===== src/rtl/param_serializer.sv =====
// Parameterised parallel-to-serial converter for the UART TX datapath.
// A one-word holding buffer (valid/ready) feeds a shift register so that
// consecutive words can be sent back-to-back with no idle bit between them.
// Every output is registered; no input reaches an output combinationally.
module param_serializer #(
  parameter int DATA_WIDTH = 8,
  parameter bit MSB_FIRST  = 1'b0,
  parameter bit IDLE_LEVEL = 1'b1
) (
  input  logic                          CLK,
  input  logic                          RST,
  input  logic [DATA_WIDTH-1:0]         P_DATA,
  input  logic                          Data_Valid,
  output logic                          Data_Ready,
  input  logic                          ser_en,
  output logic                          ser_data,
  output logic                          ser_done,
  output logic                          ser_busy,
  output logic [$clog2(DATA_WIDTH)-1:0] bit_idx
);

  localparam int IW = $clog2(DATA_WIDTH);
  localparam logic [IW-1:0] LAST   = IW'(DATA_WIDTH - 1);
  localparam logic [IW-1:0] PENULT = IW'(DATA_WIDTH - 2);
  localparam logic [IW-1:0] ONE    = IW'(1);

  typedef enum logic {IDLE, SHIFT} state_t;

  state_t                state_q;
  logic [DATA_WIDTH-1:0] hold_q, shreg_q;
  logic                  hold_full_q, hold_full_d, rdy_q;
  logic                  sdata_q, done_q, busy_q;
  logic [IW-1:0]         idx_q;

  logic                  accept, last, load;
  logic                  first_bit, next_bit;
  logic [DATA_WIDTH-1:0] hold_rest, shreg_shift;

  // Rdy_q always mirrors !hold_full_q, so accept and load can never coincide:
  // a word must sit in the buffer for at least one cycle before it is sent.
  assign accept = Data_Valid && rdy_q;
  assign last   = (state_q == SHIFT) && (idx_q == LAST);
  assign load   = ser_en && hold_full_q && ((state_q == IDLE) || last);

  // Fixed-position bit pick and shift toward the output end, refilled with
  // the idle level so the register never holds stale data bits.
  assign first_bit   = MSB_FIRST ? hold_q[DATA_WIDTH-1] : hold_q[0];
  assign next_bit    = MSB_FIRST ? shreg_q[DATA_WIDTH-1] : shreg_q[0];
  assign hold_rest   = MSB_FIRST ? {hold_q[DATA_WIDTH-2:0], IDLE_LEVEL}
                                 : {IDLE_LEVEL, hold_q[DATA_WIDTH-1:1]};
  assign shreg_shift = MSB_FIRST ? {shreg_q[DATA_WIDTH-2:0], IDLE_LEVEL}
                                 : {IDLE_LEVEL, shreg_q[DATA_WIDTH-1:1]};

  // Next occupancy of the holding buffer.
  always_comb begin
    hold_full_d = hold_full_q;
    if (accept)    hold_full_d = 1'b1;
    else if (load) hold_full_d = 1'b0;
  end

  // Holding buffer: capture on handshake; held word is never overwritten.
  always_ff @(posedge CLK or posedge RST) begin
    if (RST) begin
      hold_q      <= '1;
      hold_full_q <= 1'b0;
      rdy_q       <= 1'b1;
    end else begin
      if (accept) hold_q <= P_DATA;
      hold_full_q <= hold_full_d;
      rdy_q       <= !hold_full_d;
    end
  end

  // Shift FSM with registered line outputs; dropping ser_en aborts the word.
  always_ff @(posedge CLK or posedge RST) begin
    if (RST) begin
      state_q <= IDLE;
      shreg_q <= '1;
      sdata_q <= IDLE_LEVEL;
      done_q  <= 1'b0;
      busy_q  <= 1'b0;
      idx_q   <= '0;
    end else begin
      if (load) begin
        // Start of a word, either from idle or chained after the last bit.
        state_q <= SHIFT;
        shreg_q <= hold_rest;
        sdata_q <= first_bit;
        done_q  <= 1'b0;
        busy_q  <= 1'b1;
        idx_q   <= '0;
      end else if (state_q == SHIFT && ser_en && !last) begin
        shreg_q <= shreg_shift;
        sdata_q <= next_bit;
        done_q  <= (idx_q == PENULT);
        idx_q   <= idx_q + ONE;
      end else begin
        // Idle, end of word with nothing queued, or abort.
        state_q <= IDLE;
        sdata_q <= IDLE_LEVEL;
        done_q  <= 1'b0;
        busy_q  <= 1'b0;
        idx_q   <= '0;
      end
    end
  end

  assign Data_Ready = rdy_q;
  assign ser_data   = sdata_q;
  assign ser_done   = done_q;
  assign ser_busy   = busy_q;
  assign bit_idx    = idx_q;

endmodule


===== config.mk =====
export PLATFORM = sky130hd
export DESIGN_NAME = param_serializer
export DESIGN_NICKNAME = d
export VERILOG_FILES = /design/src/rtl/param_serializer.sv
export SDC_FILE = /design/constraint.sdc
export NUM_CORES = 1
export LEC_CHECK = 0
export ABC_AREA = 1
export CAP_MARGIN = 20
export CORE_MARGIN = 4
export CORE_UTILIZATION = 50
export DETAILED_ROUTE_END_ITERATION = 16
export HOLD_SLACK_MARGIN = 0.06
export PLACE_DENSITY = 0.87
export SYNTH_ARGS = -nofsm -noshare
export SYNTH_HDL_FRONTEND = slang
export SYNTH_SLANG_ARGS = --single-unit

===== constraint.sdc =====
create_clock -name CLK -period 1.65 [get_ports CLK]
set_clock_uncertainty 0.1 [all_clocks]
set_input_delay 0.2475 -clock CLK [delete_from_list [all_inputs] [get_ports CLK]]
set_output_delay 0.2475 -clock CLK [all_outputs]
set_load 0.02 [all_outputs]

==> flow_summary.json, run 1 <==
{
  "most_numerous_cell_in_the_yosys_netlist": "sky130_fd_sc_hd__nand2_1",
  "largest_cells_by_area_after_synthesis": "sky130_fd_sc_hd__dfstp_2 (44%), sky130_fd_sc_hd__dfrtp_1 (15%), sky130_fd_sc_hd__nand2_1 (13%)",
  "ys_warn_count": 0,
  "largest_net_degree_at_the_start_of_global_routing": 24,
  "die_height_um": 53.3,
  "post_route_cells_drive_above_1_share_pct": 24.8,
  "tightest_slew_ns": 0.275,
  "num_io_pins": 19,
  "cts_made_buffers": 3,
  "final_nets": 149,
  "endpoint_kind": "output port",
  "path_delay_family": "buffers and inverters",
  "portion_of_total_power_attributed_to_sequential_cells_pct": 53.4,
  "post_synth_inst_count": 111,
  "max_freq_mhz": 634,
  "synthArstFlopShare_pct": 100,
  "portBuffers": 18,
  "drcViolationCount": 0,
  "synth_fp_nets": 126,
  "grt_usage_pct": 15.6,
  "finalHoldViolCount": 0,
  "synth.ff_latch_count": 23,
  "net-switching-power_uw": 693,
  "via_per_inst": 4.89,
  "layout_area_overhead_pct": 22.9,
  "syn_area_per_cell_um2": 9.24,
  "layout_setup_ws_ns": 0.0721,
  "post_synth_num_cell_types": 17,
  "mappedNetlistArea_um2": 1030,
  "instances_no_fill": 160,
  "met2_wirelength_um": 956,
  "power.static_leakage_uw": 0.000628,
  "crit_path_max_fanout": 1,
  "worst-endpoint-arrival_ns": 1.23,
  "netSwitchingFraction_pct": 35.6,
  "cts.sink_count": 23,
  "normalized_max_slew_margin_pct": 81.7,
  "htree_levels": 1,
  "period_share_pct": 95.6,
  "fp-row-count": 16,
  "synth_common_cells": "sky130_fd_sc_hd__nand2_1 (35), sky130_fd_sc_hd__dfstp_2 (17), sky130_fd_sc_hd__inv_1 (15)",
  "drv_slew": 0,
  "insertion_delay_ns": 0.30,
  "vias": 782,
  "critPathSlowestCell": "sky130_fd_sc_hd__clkdlybuf4s50_1",
  "reg2reg_depth": 7,
  "number_of_global_route_vias_before_repair": 733,
  "met3_wirelength_um": 127,
  "start_kind": "flop",
  "yosys_most_used_dff": "sky130_fd_sc_hd__dfstp_2",
  "drt-pass1-iter-count": 4,
  "final.setup.tns_ns": 0,
  "power.combinational.fraction_pct": 34.0,
  "wirelength_met1_um": 744,
  "pwr-share-clk_pct": 12.6,
  "place_ws_ns": 0.0789,
  "cts_tree": "built",
  "outcome": "finished, final reports clean",
  "cpPeakStageDelay_ns": 0.59,
  "finalCriticalPeriod_ns": 1.58,
  "clk_root_buffer_cell": "sky130_fd_sc_hd__clkbuf_4",
  "n_diodes": 0,
  "route.antenna.remaining_nets": 0,
  "worst_ep_required_time_ns": 1.30,
  "fp.dieW_um": 53.3,
  "hp-class": "input port to asynchronous set/reset pin",
  "rsz0062_at_grt": "no",
  "route.top_layer_used": "met4",
  "ir_worst_vdd_v": 0.000919,
  "initial_core_util_pct": 52.3,
  "drt-initial-drc-count": 38,
  "critical_path.reg2reg.startpoint": "bit_idx[0]$_DFF_PP0_",
  "wl_per_cell_um": 11.6,
  "synth-seq-area-share_pct": 58.2,
  "core_area_um2": 1960,
  "routabilityCongestion": 0.871,
  "wl_mm": 1.85,
  "grt_antenna_before_repair": 0,
  "yosysTopAreaCellShare_pct": 43.5,
  "cts.path.max_buffers": 2,
  "netlist.top_cell.by_area": "sky130_fd_sc_hd__dfstp_2",
  "cts_hold_repair.buffers": 0,
  "crit_type": "flop to output port",
  "globalRouteOverflowTotal": 0,
  "setup.reg_to_reg.worst_slack_ns": 0.11,
  "cap_viol_max_count": 0,
  "die_area_um2": 2840,
  "edff_count_synth": 0,
  "cellInternalPower_uw": 1260,
  "dp_hpwl_mm": 1.47,
  "worstReg2RegEnd": "shreg_q[6]$_DFFE_PP1P_",
  "cp_cell_sequence": "clkdlybuf4s50_1",
  "critical_path_buf_inv_count": 1,
  "dpl.cell_count": 156,
  "power_density_nw_per_um2": 1540,
  "global_route_wire_length_before_repair_mm": 3.11,
  "timing.final.setup_violations": 0,
  "clkSlewWorstSetupHoldPaths_ns": 0.12
}
## flip-flops by register name, summed over array words and instances, names as in the netlist
| name | cells |
|---|---|
| ser_done | 1 |
| hold_q | 8 |
| ser_data | 1 |
| ser_busy | 1 |
| shreg_q | 7 |
| bit_idx | 3 |
| Data_Ready | 1 |
| hold_full_q | 1 |
## logic make-up (layout without fill, tap and decap cells)
logic type	count (synthesis)	count (layout)	share of synthesized area, %
simple gates	57	57	26.1
buf+inv	21	43	8.29
flops	23	23	58.2
fa+ha+maj	3	3	3.66
compound gates	7	7	3.78
## cells in the final DEF, fill, tap and decap left out, types with 2 or more instances in the layout
cell and instances:
sky130_fd_sc_hd__o21ai_0 2, sky130_fd_sc_hd__ha_1 3, sky130_fd_sc_hd__nand2_4 3, sky130_fd_sc_hd__dfstp_2 17, sky130_fd_sc_hd__inv_1 14, sky130_fd_sc_hd__dlygate4sd2_1 6, sky130_fd_sc_hd__nor2_1 5, sky130_fd_sc_hd__o21ai_1 3
sky130_fd_sc_hd__nand2_1 35, sky130_fd_sc_hd__clkbuf_4 3, sky130_fd_sc_hd__nand3_1 12, sky130_fd_sc_hd__inv_2 5, sky130_fd_sc_hd__dfrtp_1 6, sky130_fd_sc_hd__clkdlybuf4s50_1 12
## routing by layer
layer | up-vias | track usage, %
li1 | 384 | -
met1 | 364 | 17.7
met2 | 30 | 25.1
met3 | 4 | 3.94
met4 | 0 | 11.5
met5 | - | 0
## how the worst max path moves through the flow
stage                          from                endpoint  slack, ns  depth (start not counted)
2_1_floorplan  bit_idx[0]$_DFF_PP0_  shreg_q[6]$_DFFE_PP1P_       0.10                          7
3_3_place_gp                 ser_en   hold_full_q$_DFF_PP0_       0.09                          6
3_5_place_dp   bit_idx[0]$_DFF_PP0_  shreg_q[6]$_DFFE_PP1P_       0.08                          7
4_1_cts          ser_done$_DFF_PP0_                ser_done       0.05                          1
5_1_grt          ser_done$_DFF_PP0_                ser_done      0.009                          1
6_report         ser_done$_DFF_PP0_                ser_done       0.07                          1
## area by class of cell
cell class	count	area, um2
Clock buffer	4	26.3
Tap cell	27	33.8
Fill cell	177	701
Sequential cell	23	597
Inverter	20	80.1
Timing Repair Buffer	19	180
Multi-Input combinational cell	67	344
## power groups by stage
stage / registers [uW] / logic, uW / clock network, uW
finish: 1040 / 662 / 246
global placement: 1040 / 658 / 0
detailed placement: 1050 / 695 / 0
floorplan: 1070 / 436 / 0
CTS: 1040 / 671 / 258
global route: 1070 / 741 / 286
## timing repair
action | 4_1_cts | 5_1_grt
resized for setup | 6 | 1
cloned | 0 | 0
setup buffers | 0 | 0
endpoints found under the setup margin | 6 | 2
pin swaps | 0 | 0
## metrics by stage
step / cell area [um2] / utilization (%) / hold slack [ns] / total power [uW]
2_1_floorplan: 1030 / - / 0.137 / 1510
3_3_place_gp: 1240 / 63.3 / 0.359 / 1700
3_5_place_dp: 1240 / 63.3 / 0.358 / 1750
4_1_cts: 1260 / 64.3 / 0.165 / 1970
5_1_grt: 1260 / 64.3 / 0.177 / 2100
6_report: 1260 / 64.3 / 0.166 / 1950
No activity file was read; power rests on OpenSTA's default activity.
==> run 2, diff against run 1 <==
Settings changed: RECOVER_POWER from default to 100.
==> run 2 against run 1 <==
  * Utilization is 0.64 points lower
  * Power fell by 1.5%
  * Flip-flop and latch count unchanged
  * Routed wire length is 0.87% lower
  * Maximum frequency barely moved
  * Critical path type unchanged
==> flow_summary.json, run 2 (same netlist as run 1, synthesis figures left out) <==
{
  "outcome": "finished, final reports clean",
  "timing.final.setup_violations": 0,
  "final_nets": 149,
  "drt-initial-drc-count": 32,
  "clk_root_buffer_cell": "sky130_fd_sc_hd__clkbuf_4",
  "hp-class": "input port to flop",
  "endpoint_kind": "output port",
  "max_freq_mhz": 633,
  "largest_net_degree_at_the_start_of_global_routing": 24,
  "max_flop_register": "hold_q",
  "drv_slew": 0,
  "cp_cell_sequence": "clkdlybuf4s50_1",
  "cts.path.max_buffers": 2,
  "routabilityCongestion": 0.871,
  "power.static_leakage_uw": 0.000627,
  "layout_area_overhead_pct": 21.7,
  "crit_type": "flop to output port",
  "largest_register_ffs": 8,
  "area_of_combinational_cells_with_multiple_inputs_um2": 335,
  "n_diodes": 0,
  "critical_path_buf_inv_count": 1,
  "final.setup.tns_ns": 0,
  "die_height_um": 53.3,
  "ir_worst_vdd_v": 0.000899,
  "cpPeakStageDelay_ns": 0.59,
  "drcViolationCount": 0,
  "htree_levels": 1,
  "finalCriticalPeriod_ns": 1.58,
  "worst_ep_required_time_ns": 1.30,
  "grt_antenna_before_repair": 0,
  "post-layout-total-power_uw": 1920,
  "final_common_cell": "sky130_fd_sc_hd__nand2_1",
  "post-cts-setup-buffer-count": 0,
  "global_route_wire_length_before_repair_mm": 3.11,
  "die_area_um2": 2840,
  "final-seq-area_um2": 597,
  "post_route_cells_drive_above_1_share_pct": 21.1,
  "tightest_slew_ns": 1.14,
  "most-common-layout-cells": "sky130_fd_sc_hd__nand2_1 (35), sky130_fd_sc_hd__inv_1 (16), sky130_fd_sc_hd__dfstp_2 (16)",
  "cap_viol_max_count": 0,
  "num_io_pins": 19,
  "start_kind": "flop",
  "period_share_pct": 95.7,
  "crit_path_max_fanout": 1,
  "fp.dieW_um": 53.3,
  "initial_core_util_pct": 52.3,
  "vias": 776,
  "normalized_max_slew_margin_pct": 23.8,
  "drt-pass1-iter-count": 6,
  "wl_mm": 1.83,
  "insertion_delay_ns": 0.30,
  "fillers": 179,
  "cts_tree": "built",
  "via_per_inst": 4.85,
  "number_of_global_route_vias_before_repair": 733,
  "grt_usage_pct": 15.6,
  "gr-usage-met3_pct": 3.94,
  "fp-row-count": 16,
  "critPathSlowestCell": "sky130_fd_sc_hd__clkdlybuf4s50_1",
  "core_area_um2": 1960,
  "portBuffers": 18,
  "power_density_nw_per_um2": 1540,
  "cts.sink_count": 23,
  "cts_made_buffers": 3,
  "met1_capacity_usage_during_global_routing_pct": 17.7,
  "clkSlewWorstSetupHoldPaths_ns": 0.12,
  "worst-endpoint-arrival_ns": 1.23,
  "grt-busiest-layer": "met2",
  "rsz0062_at_grt": "no",
  "groute.layer.met2.usage_pct": 25.1,
  "finalHoldViolCount": 0,
  "wl_per_cell_um": 11.5,
  "dp_hpwl_mm": 1.47,
  "path_delay_family": "buffers and inverters",
  "globalRouteOverflowTotal": 0,
  "route.antenna.remaining_nets": 0
}
==> run 2: routing by layer <==
metal	wire length [um]	vias to the layer above
met5	0	-
met4	21	0
met3	123	4
met2	942	26
met1	746	362
li1	-	384
==> run 2: final timing paths <==
path | start | endpoint | slack (ns) | cells after the start
min in group asynchronous | RST | ser_done$_DFF_PP0_ | 0.49 | 3
max in group asynchronous | RST | hold_full_q$_DFF_PP0_ | 0.28 | 3
worst max register to register | bit_idx[0]$_DFF_PP0_ | shreg_q[4]$_DFFE_PP1P_ | 0.11 | 8
worst min-delay path | P_DATA[7] | hold_q[7]$_DFFE_PP1P_ | 0.33 | 3
worst min register to register | shreg_q[1]$_DFFE_PP1P_ | shreg_q[1]$_DFFE_PP1P_ | 0.37 | 2
worst max-delay path | ser_done$_DFF_PP0_ | ser_done | 0.07 | 1
==> run 2: final cells by class <==
cell class,count,area share [%]
clock buffer,4,2.10
inverter,20,6.41
multi-input combinational,67,26.9
sequential,23,47.8
tap,27,2.71
timing repair buffer,19,14.1
==> run 2: through the flow <==
step	setup WS, ns	util, %	hold slack [ns]	std cells	instance area [um2]
floorplan	0.105	-	0.137	111	1030
global placement	0.0932	63.3	0.359	156	1240
detailed placement	0.0789	63.3	0.358	156	1240
CTS	0.0529	64.3	0.165	160	1260
global route	0.00509	63.6	0.322	160	1250
finish	0.0712	63.6	0.332	160	1250
==> run 2: what timing repair did <==
item,4_1_cts,5_1_grt
gates resized for setup,6,1
gates cloned,0,0
hold buffers,0,0
setup endpoints to repair,6,2
==> run 2: worst reg2reg max path: stages (launching register included) <==
cell and delay [ns]:
sky130_fd_sc_hd__dfrtp_1 0.42, sky130_fd_sc_hd__ha_1 0.22, sky130_fd_sc_hd__ha_1 0.19, sky130_fd_sc_hd__inv_2 0.08, sky130_fd_sc_hd__nand2_2 0.11, sky130_fd_sc_hd__nand2_4 0.15, sky130_fd_sc_hd__inv_1 0.06, sky130_fd_sc_hd__nand2_1 0.06
sky130_fd_sc_hd__nand3_1 0.07
==> run 2: report_power, final <==
| group | total (uW) | switching (uW) | internal (uW) |
|---|---|---|---|
| logic | 643 | 412 | 230 |
| registers | 1030 | 116 | 916 |
| clock network | 245 | 151 | 94.2 |
| total | 1920 | 679 | 1240 |
==> run 3, diff against run 2 <==
Settings changed: ABC_AREA 1 to default, PLACE_DENSITY 0.87 to 0.86.
==> run 3 against run 2 <==
  * Sequential power barely moved
  * Worst setup slack got worse by 0.028 ns
  * Clock power up 3%
  * Synthesized cell count down 32%
  * Critical path depth did not move
  * Die area up 3.0%
  * Critical path type unchanged
  * Critical endpoint unchanged
  * Largest power group unchanged
  * Highest routed layer unchanged
==> flow_summary.json, run 3 <==
{
  "cts_made_buffers": 3,
  "insertion_delay_ns": 0.31,
  "normalized_max_slew_margin_pct": 22.6,
  "synthArstFlopShare_pct": 100,
  "instances_no_fill": 130,
  "dpl.cell_count": 124,
  "wl_mm": 1.81,
  "ys_warn_count": 0,
  "synth_common_cells": "sky130_fd_sc_hd__dfstp_2 (17), sky130_fd_sc_hd__mux2_1 (8), sky130_fd_sc_hd__nand2b_1 (7)",
  "synth-seq-area-share_pct": 56.2,
  "power.combinational.fraction_pct": 32.8,
  "most-common-layout-cells": "sky130_fd_sc_hd__dfstp_2 (16), sky130_fd_sc_hd__clkdlybuf4s50_1 (12), sky130_fd_sc_hd__mux2_1 (8)",
  "routabilityCongestion": 0.748,
  "initial_core_util_pct": 53.6,
  "synth.ff_latch_count": 23,
  "critical_path_buf_inv_count": 1,
  "largest_cells_by_area_after_synthesis": "sky130_fd_sc_hd__dfstp_2 (42%), sky130_fd_sc_hd__dfrtp_1 (14%), sky130_fd_sc_hd__a2bb2oi_2 (8.5%)",
  "post_synth_num_cell_types": 22,
  "ir_worst_vdd_v": 0.000841,
  "pwr-share-clk_pct": 13.1,
  "worst-endpoint-arrival_ns": 1.26,
  "most_numerous_cell_in_the_yosys_netlist": "sky130_fd_sc_hd__dfstp_2",
  "drt-pass1-iter-count": 2,
  "endpoint_kind": "output port",
  "power_density_nw_per_um2": 1440,
  "number_of_global_route_vias_before_repair": 710,
  "htree_levels": 1,
  "largest_net_degree_at_the_start_of_global_routing": 24,
  "cp_cell_sequence": "clkdlybuf4s50_1",
  "route.antenna.remaining_nets": 0,
  "fillers": 146,
  "critPathSlowestCell": "sky130_fd_sc_hd__clkdlybuf4s50_1",
  "setup.reg_to_reg.worst_slack_ns": 0.08,
  "cts.path.max_buffers": 2,
  "final_common_cell": "sky130_fd_sc_hd__dfstp_2",
  "largest_register_ffs": 8,
  "outcome": "finished, final reports clean",
  "mappedNetlistArea_um2": 1060,
  "vias": 676,
  "dp_hpwl_mm": 1.39,
  "fp.dieW_um": 54.1,
  "final_nets": 119,
  "wl_per_cell_um": 13.9,
  "net-switching-power_uw": 554,
  "num_io_pins": 19,
  "yosys_most_used_dff": "sky130_fd_sc_hd__dfstp_2",
  "netlist.top_cell.by_area": "sky130_fd_sc_hd__dfstp_2",
  "post_route_cells_drive_above_1_share_pct": 33.0,
  "cap_viol_max_count": 0,
  "portBuffers": 18,
  "post_synth_inst_count": 76,
  "edff_count_synth": 0,
  "synth_fp_nets": 91,
  "grt_antenna_before_repair": 0,
  "portion_of_total_power_attributed_to_sequential_cells_pct": 54.1,
  "final.setup.tns_ns": 0,
  "drv_slew": 0,
  "die_area_um2": 2930,
  "syn_area_per_cell_um2": 14.0,
  "finalCriticalPeriod_ns": 1.61,
  "fp-row-count": 16,
  "max_flop_register": "hold_q",
  "grt_usage_pct": 13.8,
  "crit_path_max_fanout": 1,
  "netSwitchingFraction_pct": 28.8,
  "max_freq_mhz": 622,
  "cts_hold_repair.buffers": 0,
  "core_area_um2": 1980,
  "finalHoldWorstSlack_ns": 0.417,
  "power.static_leakage_uw": 0.000592,
  "start_kind": "flop",
  "cellInternalPower_uw": 1370,
  "clk_root_buffer_cell": "sky130_fd_sc_hd__clkbuf_4",
  "clkSlewWorstSetupHoldPaths_ns": 0.12,
  "yosysTopAreaCellShare_pct": 42.0,
  "via_per_inst": 5.20,
  "drcViolationCount": 0,
  "cts.sink_count": 23,
  "n_diodes": 0,
  "path_delay_family": "buffers and inverters",
  "hp-class": "flop to flop",
  "tightest_slew_ns": 1.16,
  "drt-initial-drc-count": 6,
  "crit_type": "flop to output port",
  "die_height_um": 54.1,
  "finalHoldViolCount": 0,
  "layout_area_overhead_pct": 25.6,
  "globalRouteOverflowTotal": 0,
  "cts_tree": "built",
  "worst_ep_required_time_ns": 1.30,
  "cpPeakStageDelay_ns": 0.60,
  "global_route_wire_length_before_repair_mm": 2.90,
  "timing.final.setup_violations": 0,
  "period_share_pct": 97.4,
  "rsz0062_at_grt": "no"
}
==> run 3: cell count changes after synthesis, moves of 2 or more <==
cell / change
sky130_fd_sc_hd__a2bb2oi_2: +6
sky130_fd_sc_hd__nand2b_1: +7
sky130_fd_sc_hd__nand2_1: -32
sky130_fd_sc_hd__inv_2: -4
sky130_fd_sc_hd__o21ai_1: -2
sky130_fd_sc_hd__o21ai_0: -2
sky130_fd_sc_hd__nand2_4: -3
sky130_fd_sc_hd__buf_6: +2
sky130_fd_sc_hd__mux2i_1: +6
sky130_fd_sc_hd__nand3_1: -11
sky130_fd_sc_hd__inv_1: -13
sky130_fd_sc_hd__mux2_1: +8
==> run 3: layout make-up <==
type                            count  area [um2]  share of cell area, %
Clock buffer                        4        26.3                   1.97
Inverter                            2        7.51                  0.563
Multi-Input combinational cell     47         420                   31.5
Sequential cell                    23         597                   44.7
Tap cell                           27        33.8                   2.53
Timing Repair Buffer               27         249                   18.7
==> run 3: final timing paths <==
check,start,endpoint,cells past startpoint
worst max-delay path,ser_done$_DFF_PP0_,ser_done,1
max in group asynchronous,RST,bit_idx[1]$_DFF_PP0_,3
worst max register to register,bit_idx[0]$_DFF_PP0_,shreg_q[0]$_DFFE_PP1P_,6
min in group asynchronous,RST,hold_full_q$_DFF_PP0_,3
worst min-delay path,shreg_q[0]$_DFFE_PP1P_,shreg_q[0]$_DFFE_PP1P_,1
worst min register to register,shreg_q[0]$_DFFE_PP1P_,shreg_q[0]$_DFFE_PP1P_,1
==> run 3: per-stage QoR <==
step / cell area, um2 / setup WS [ns] / utilization, % / total power (uW)
6_report: 1330 / 0.0432 / 67.3 / 1920
4_1_cts: 1330 / 0.0227 / 67.0 / 1960
3_5_place_dp: 1310 / 0.0732 / 66.0 / 1730
2_1_floorplan: 1060 / 0.0372 / - / 1530
3_3_place_gp: 1310 / 0.133 / 66.0 / 1680
5_1_grt: 1330 / 0.0167 / 67.3 / 2030
==> run 3: power groups by stage <==
stage          registers [uW]  clock network (uW)  logic [uW]
4_1_cts                  1050                 265         648
3_3_place_gp             1050                   0         634
2_1_floorplan            1040                   0         493
3_5_place_dp             1060                   0         665
5_1_grt                  1070                 279         688
6_report                 1040                 252         631
==> run 3: logic make-up (layout without fill, tap and decap cells) <==
family                   count (synthesis)  count (layout)  share of synthesized area [%]
multiplexers                            14              14                           14.1
AND/OR/NAND/NOR                         19              19                           10.4
flip-flops                              23              23                           56.2
adder cells (fa/ha/maj)                  3               3                           3.53
AO/OA/AOI/OAI                           11              11                           12.0
buffers and inverters                    6              33                           3.77
==> run 3: metal layers <==
layer  wire, um  vias up  track usage, %
met3         60        2            3.05
met4         23        0            6.64
li1           -      313               -
met1        718      351            14.8
met2       1000       10            25.2
met5          0        -               0
==> run 3: repair_timing <==
item / 4_1_cts / 5_1_grt
pin swaps: 0 / 0
cloned: 0 / 0
endpoints found under the setup margin: 6 / 7
buffers inserted: 0 / 2
gates resized for setup: 6 / 3
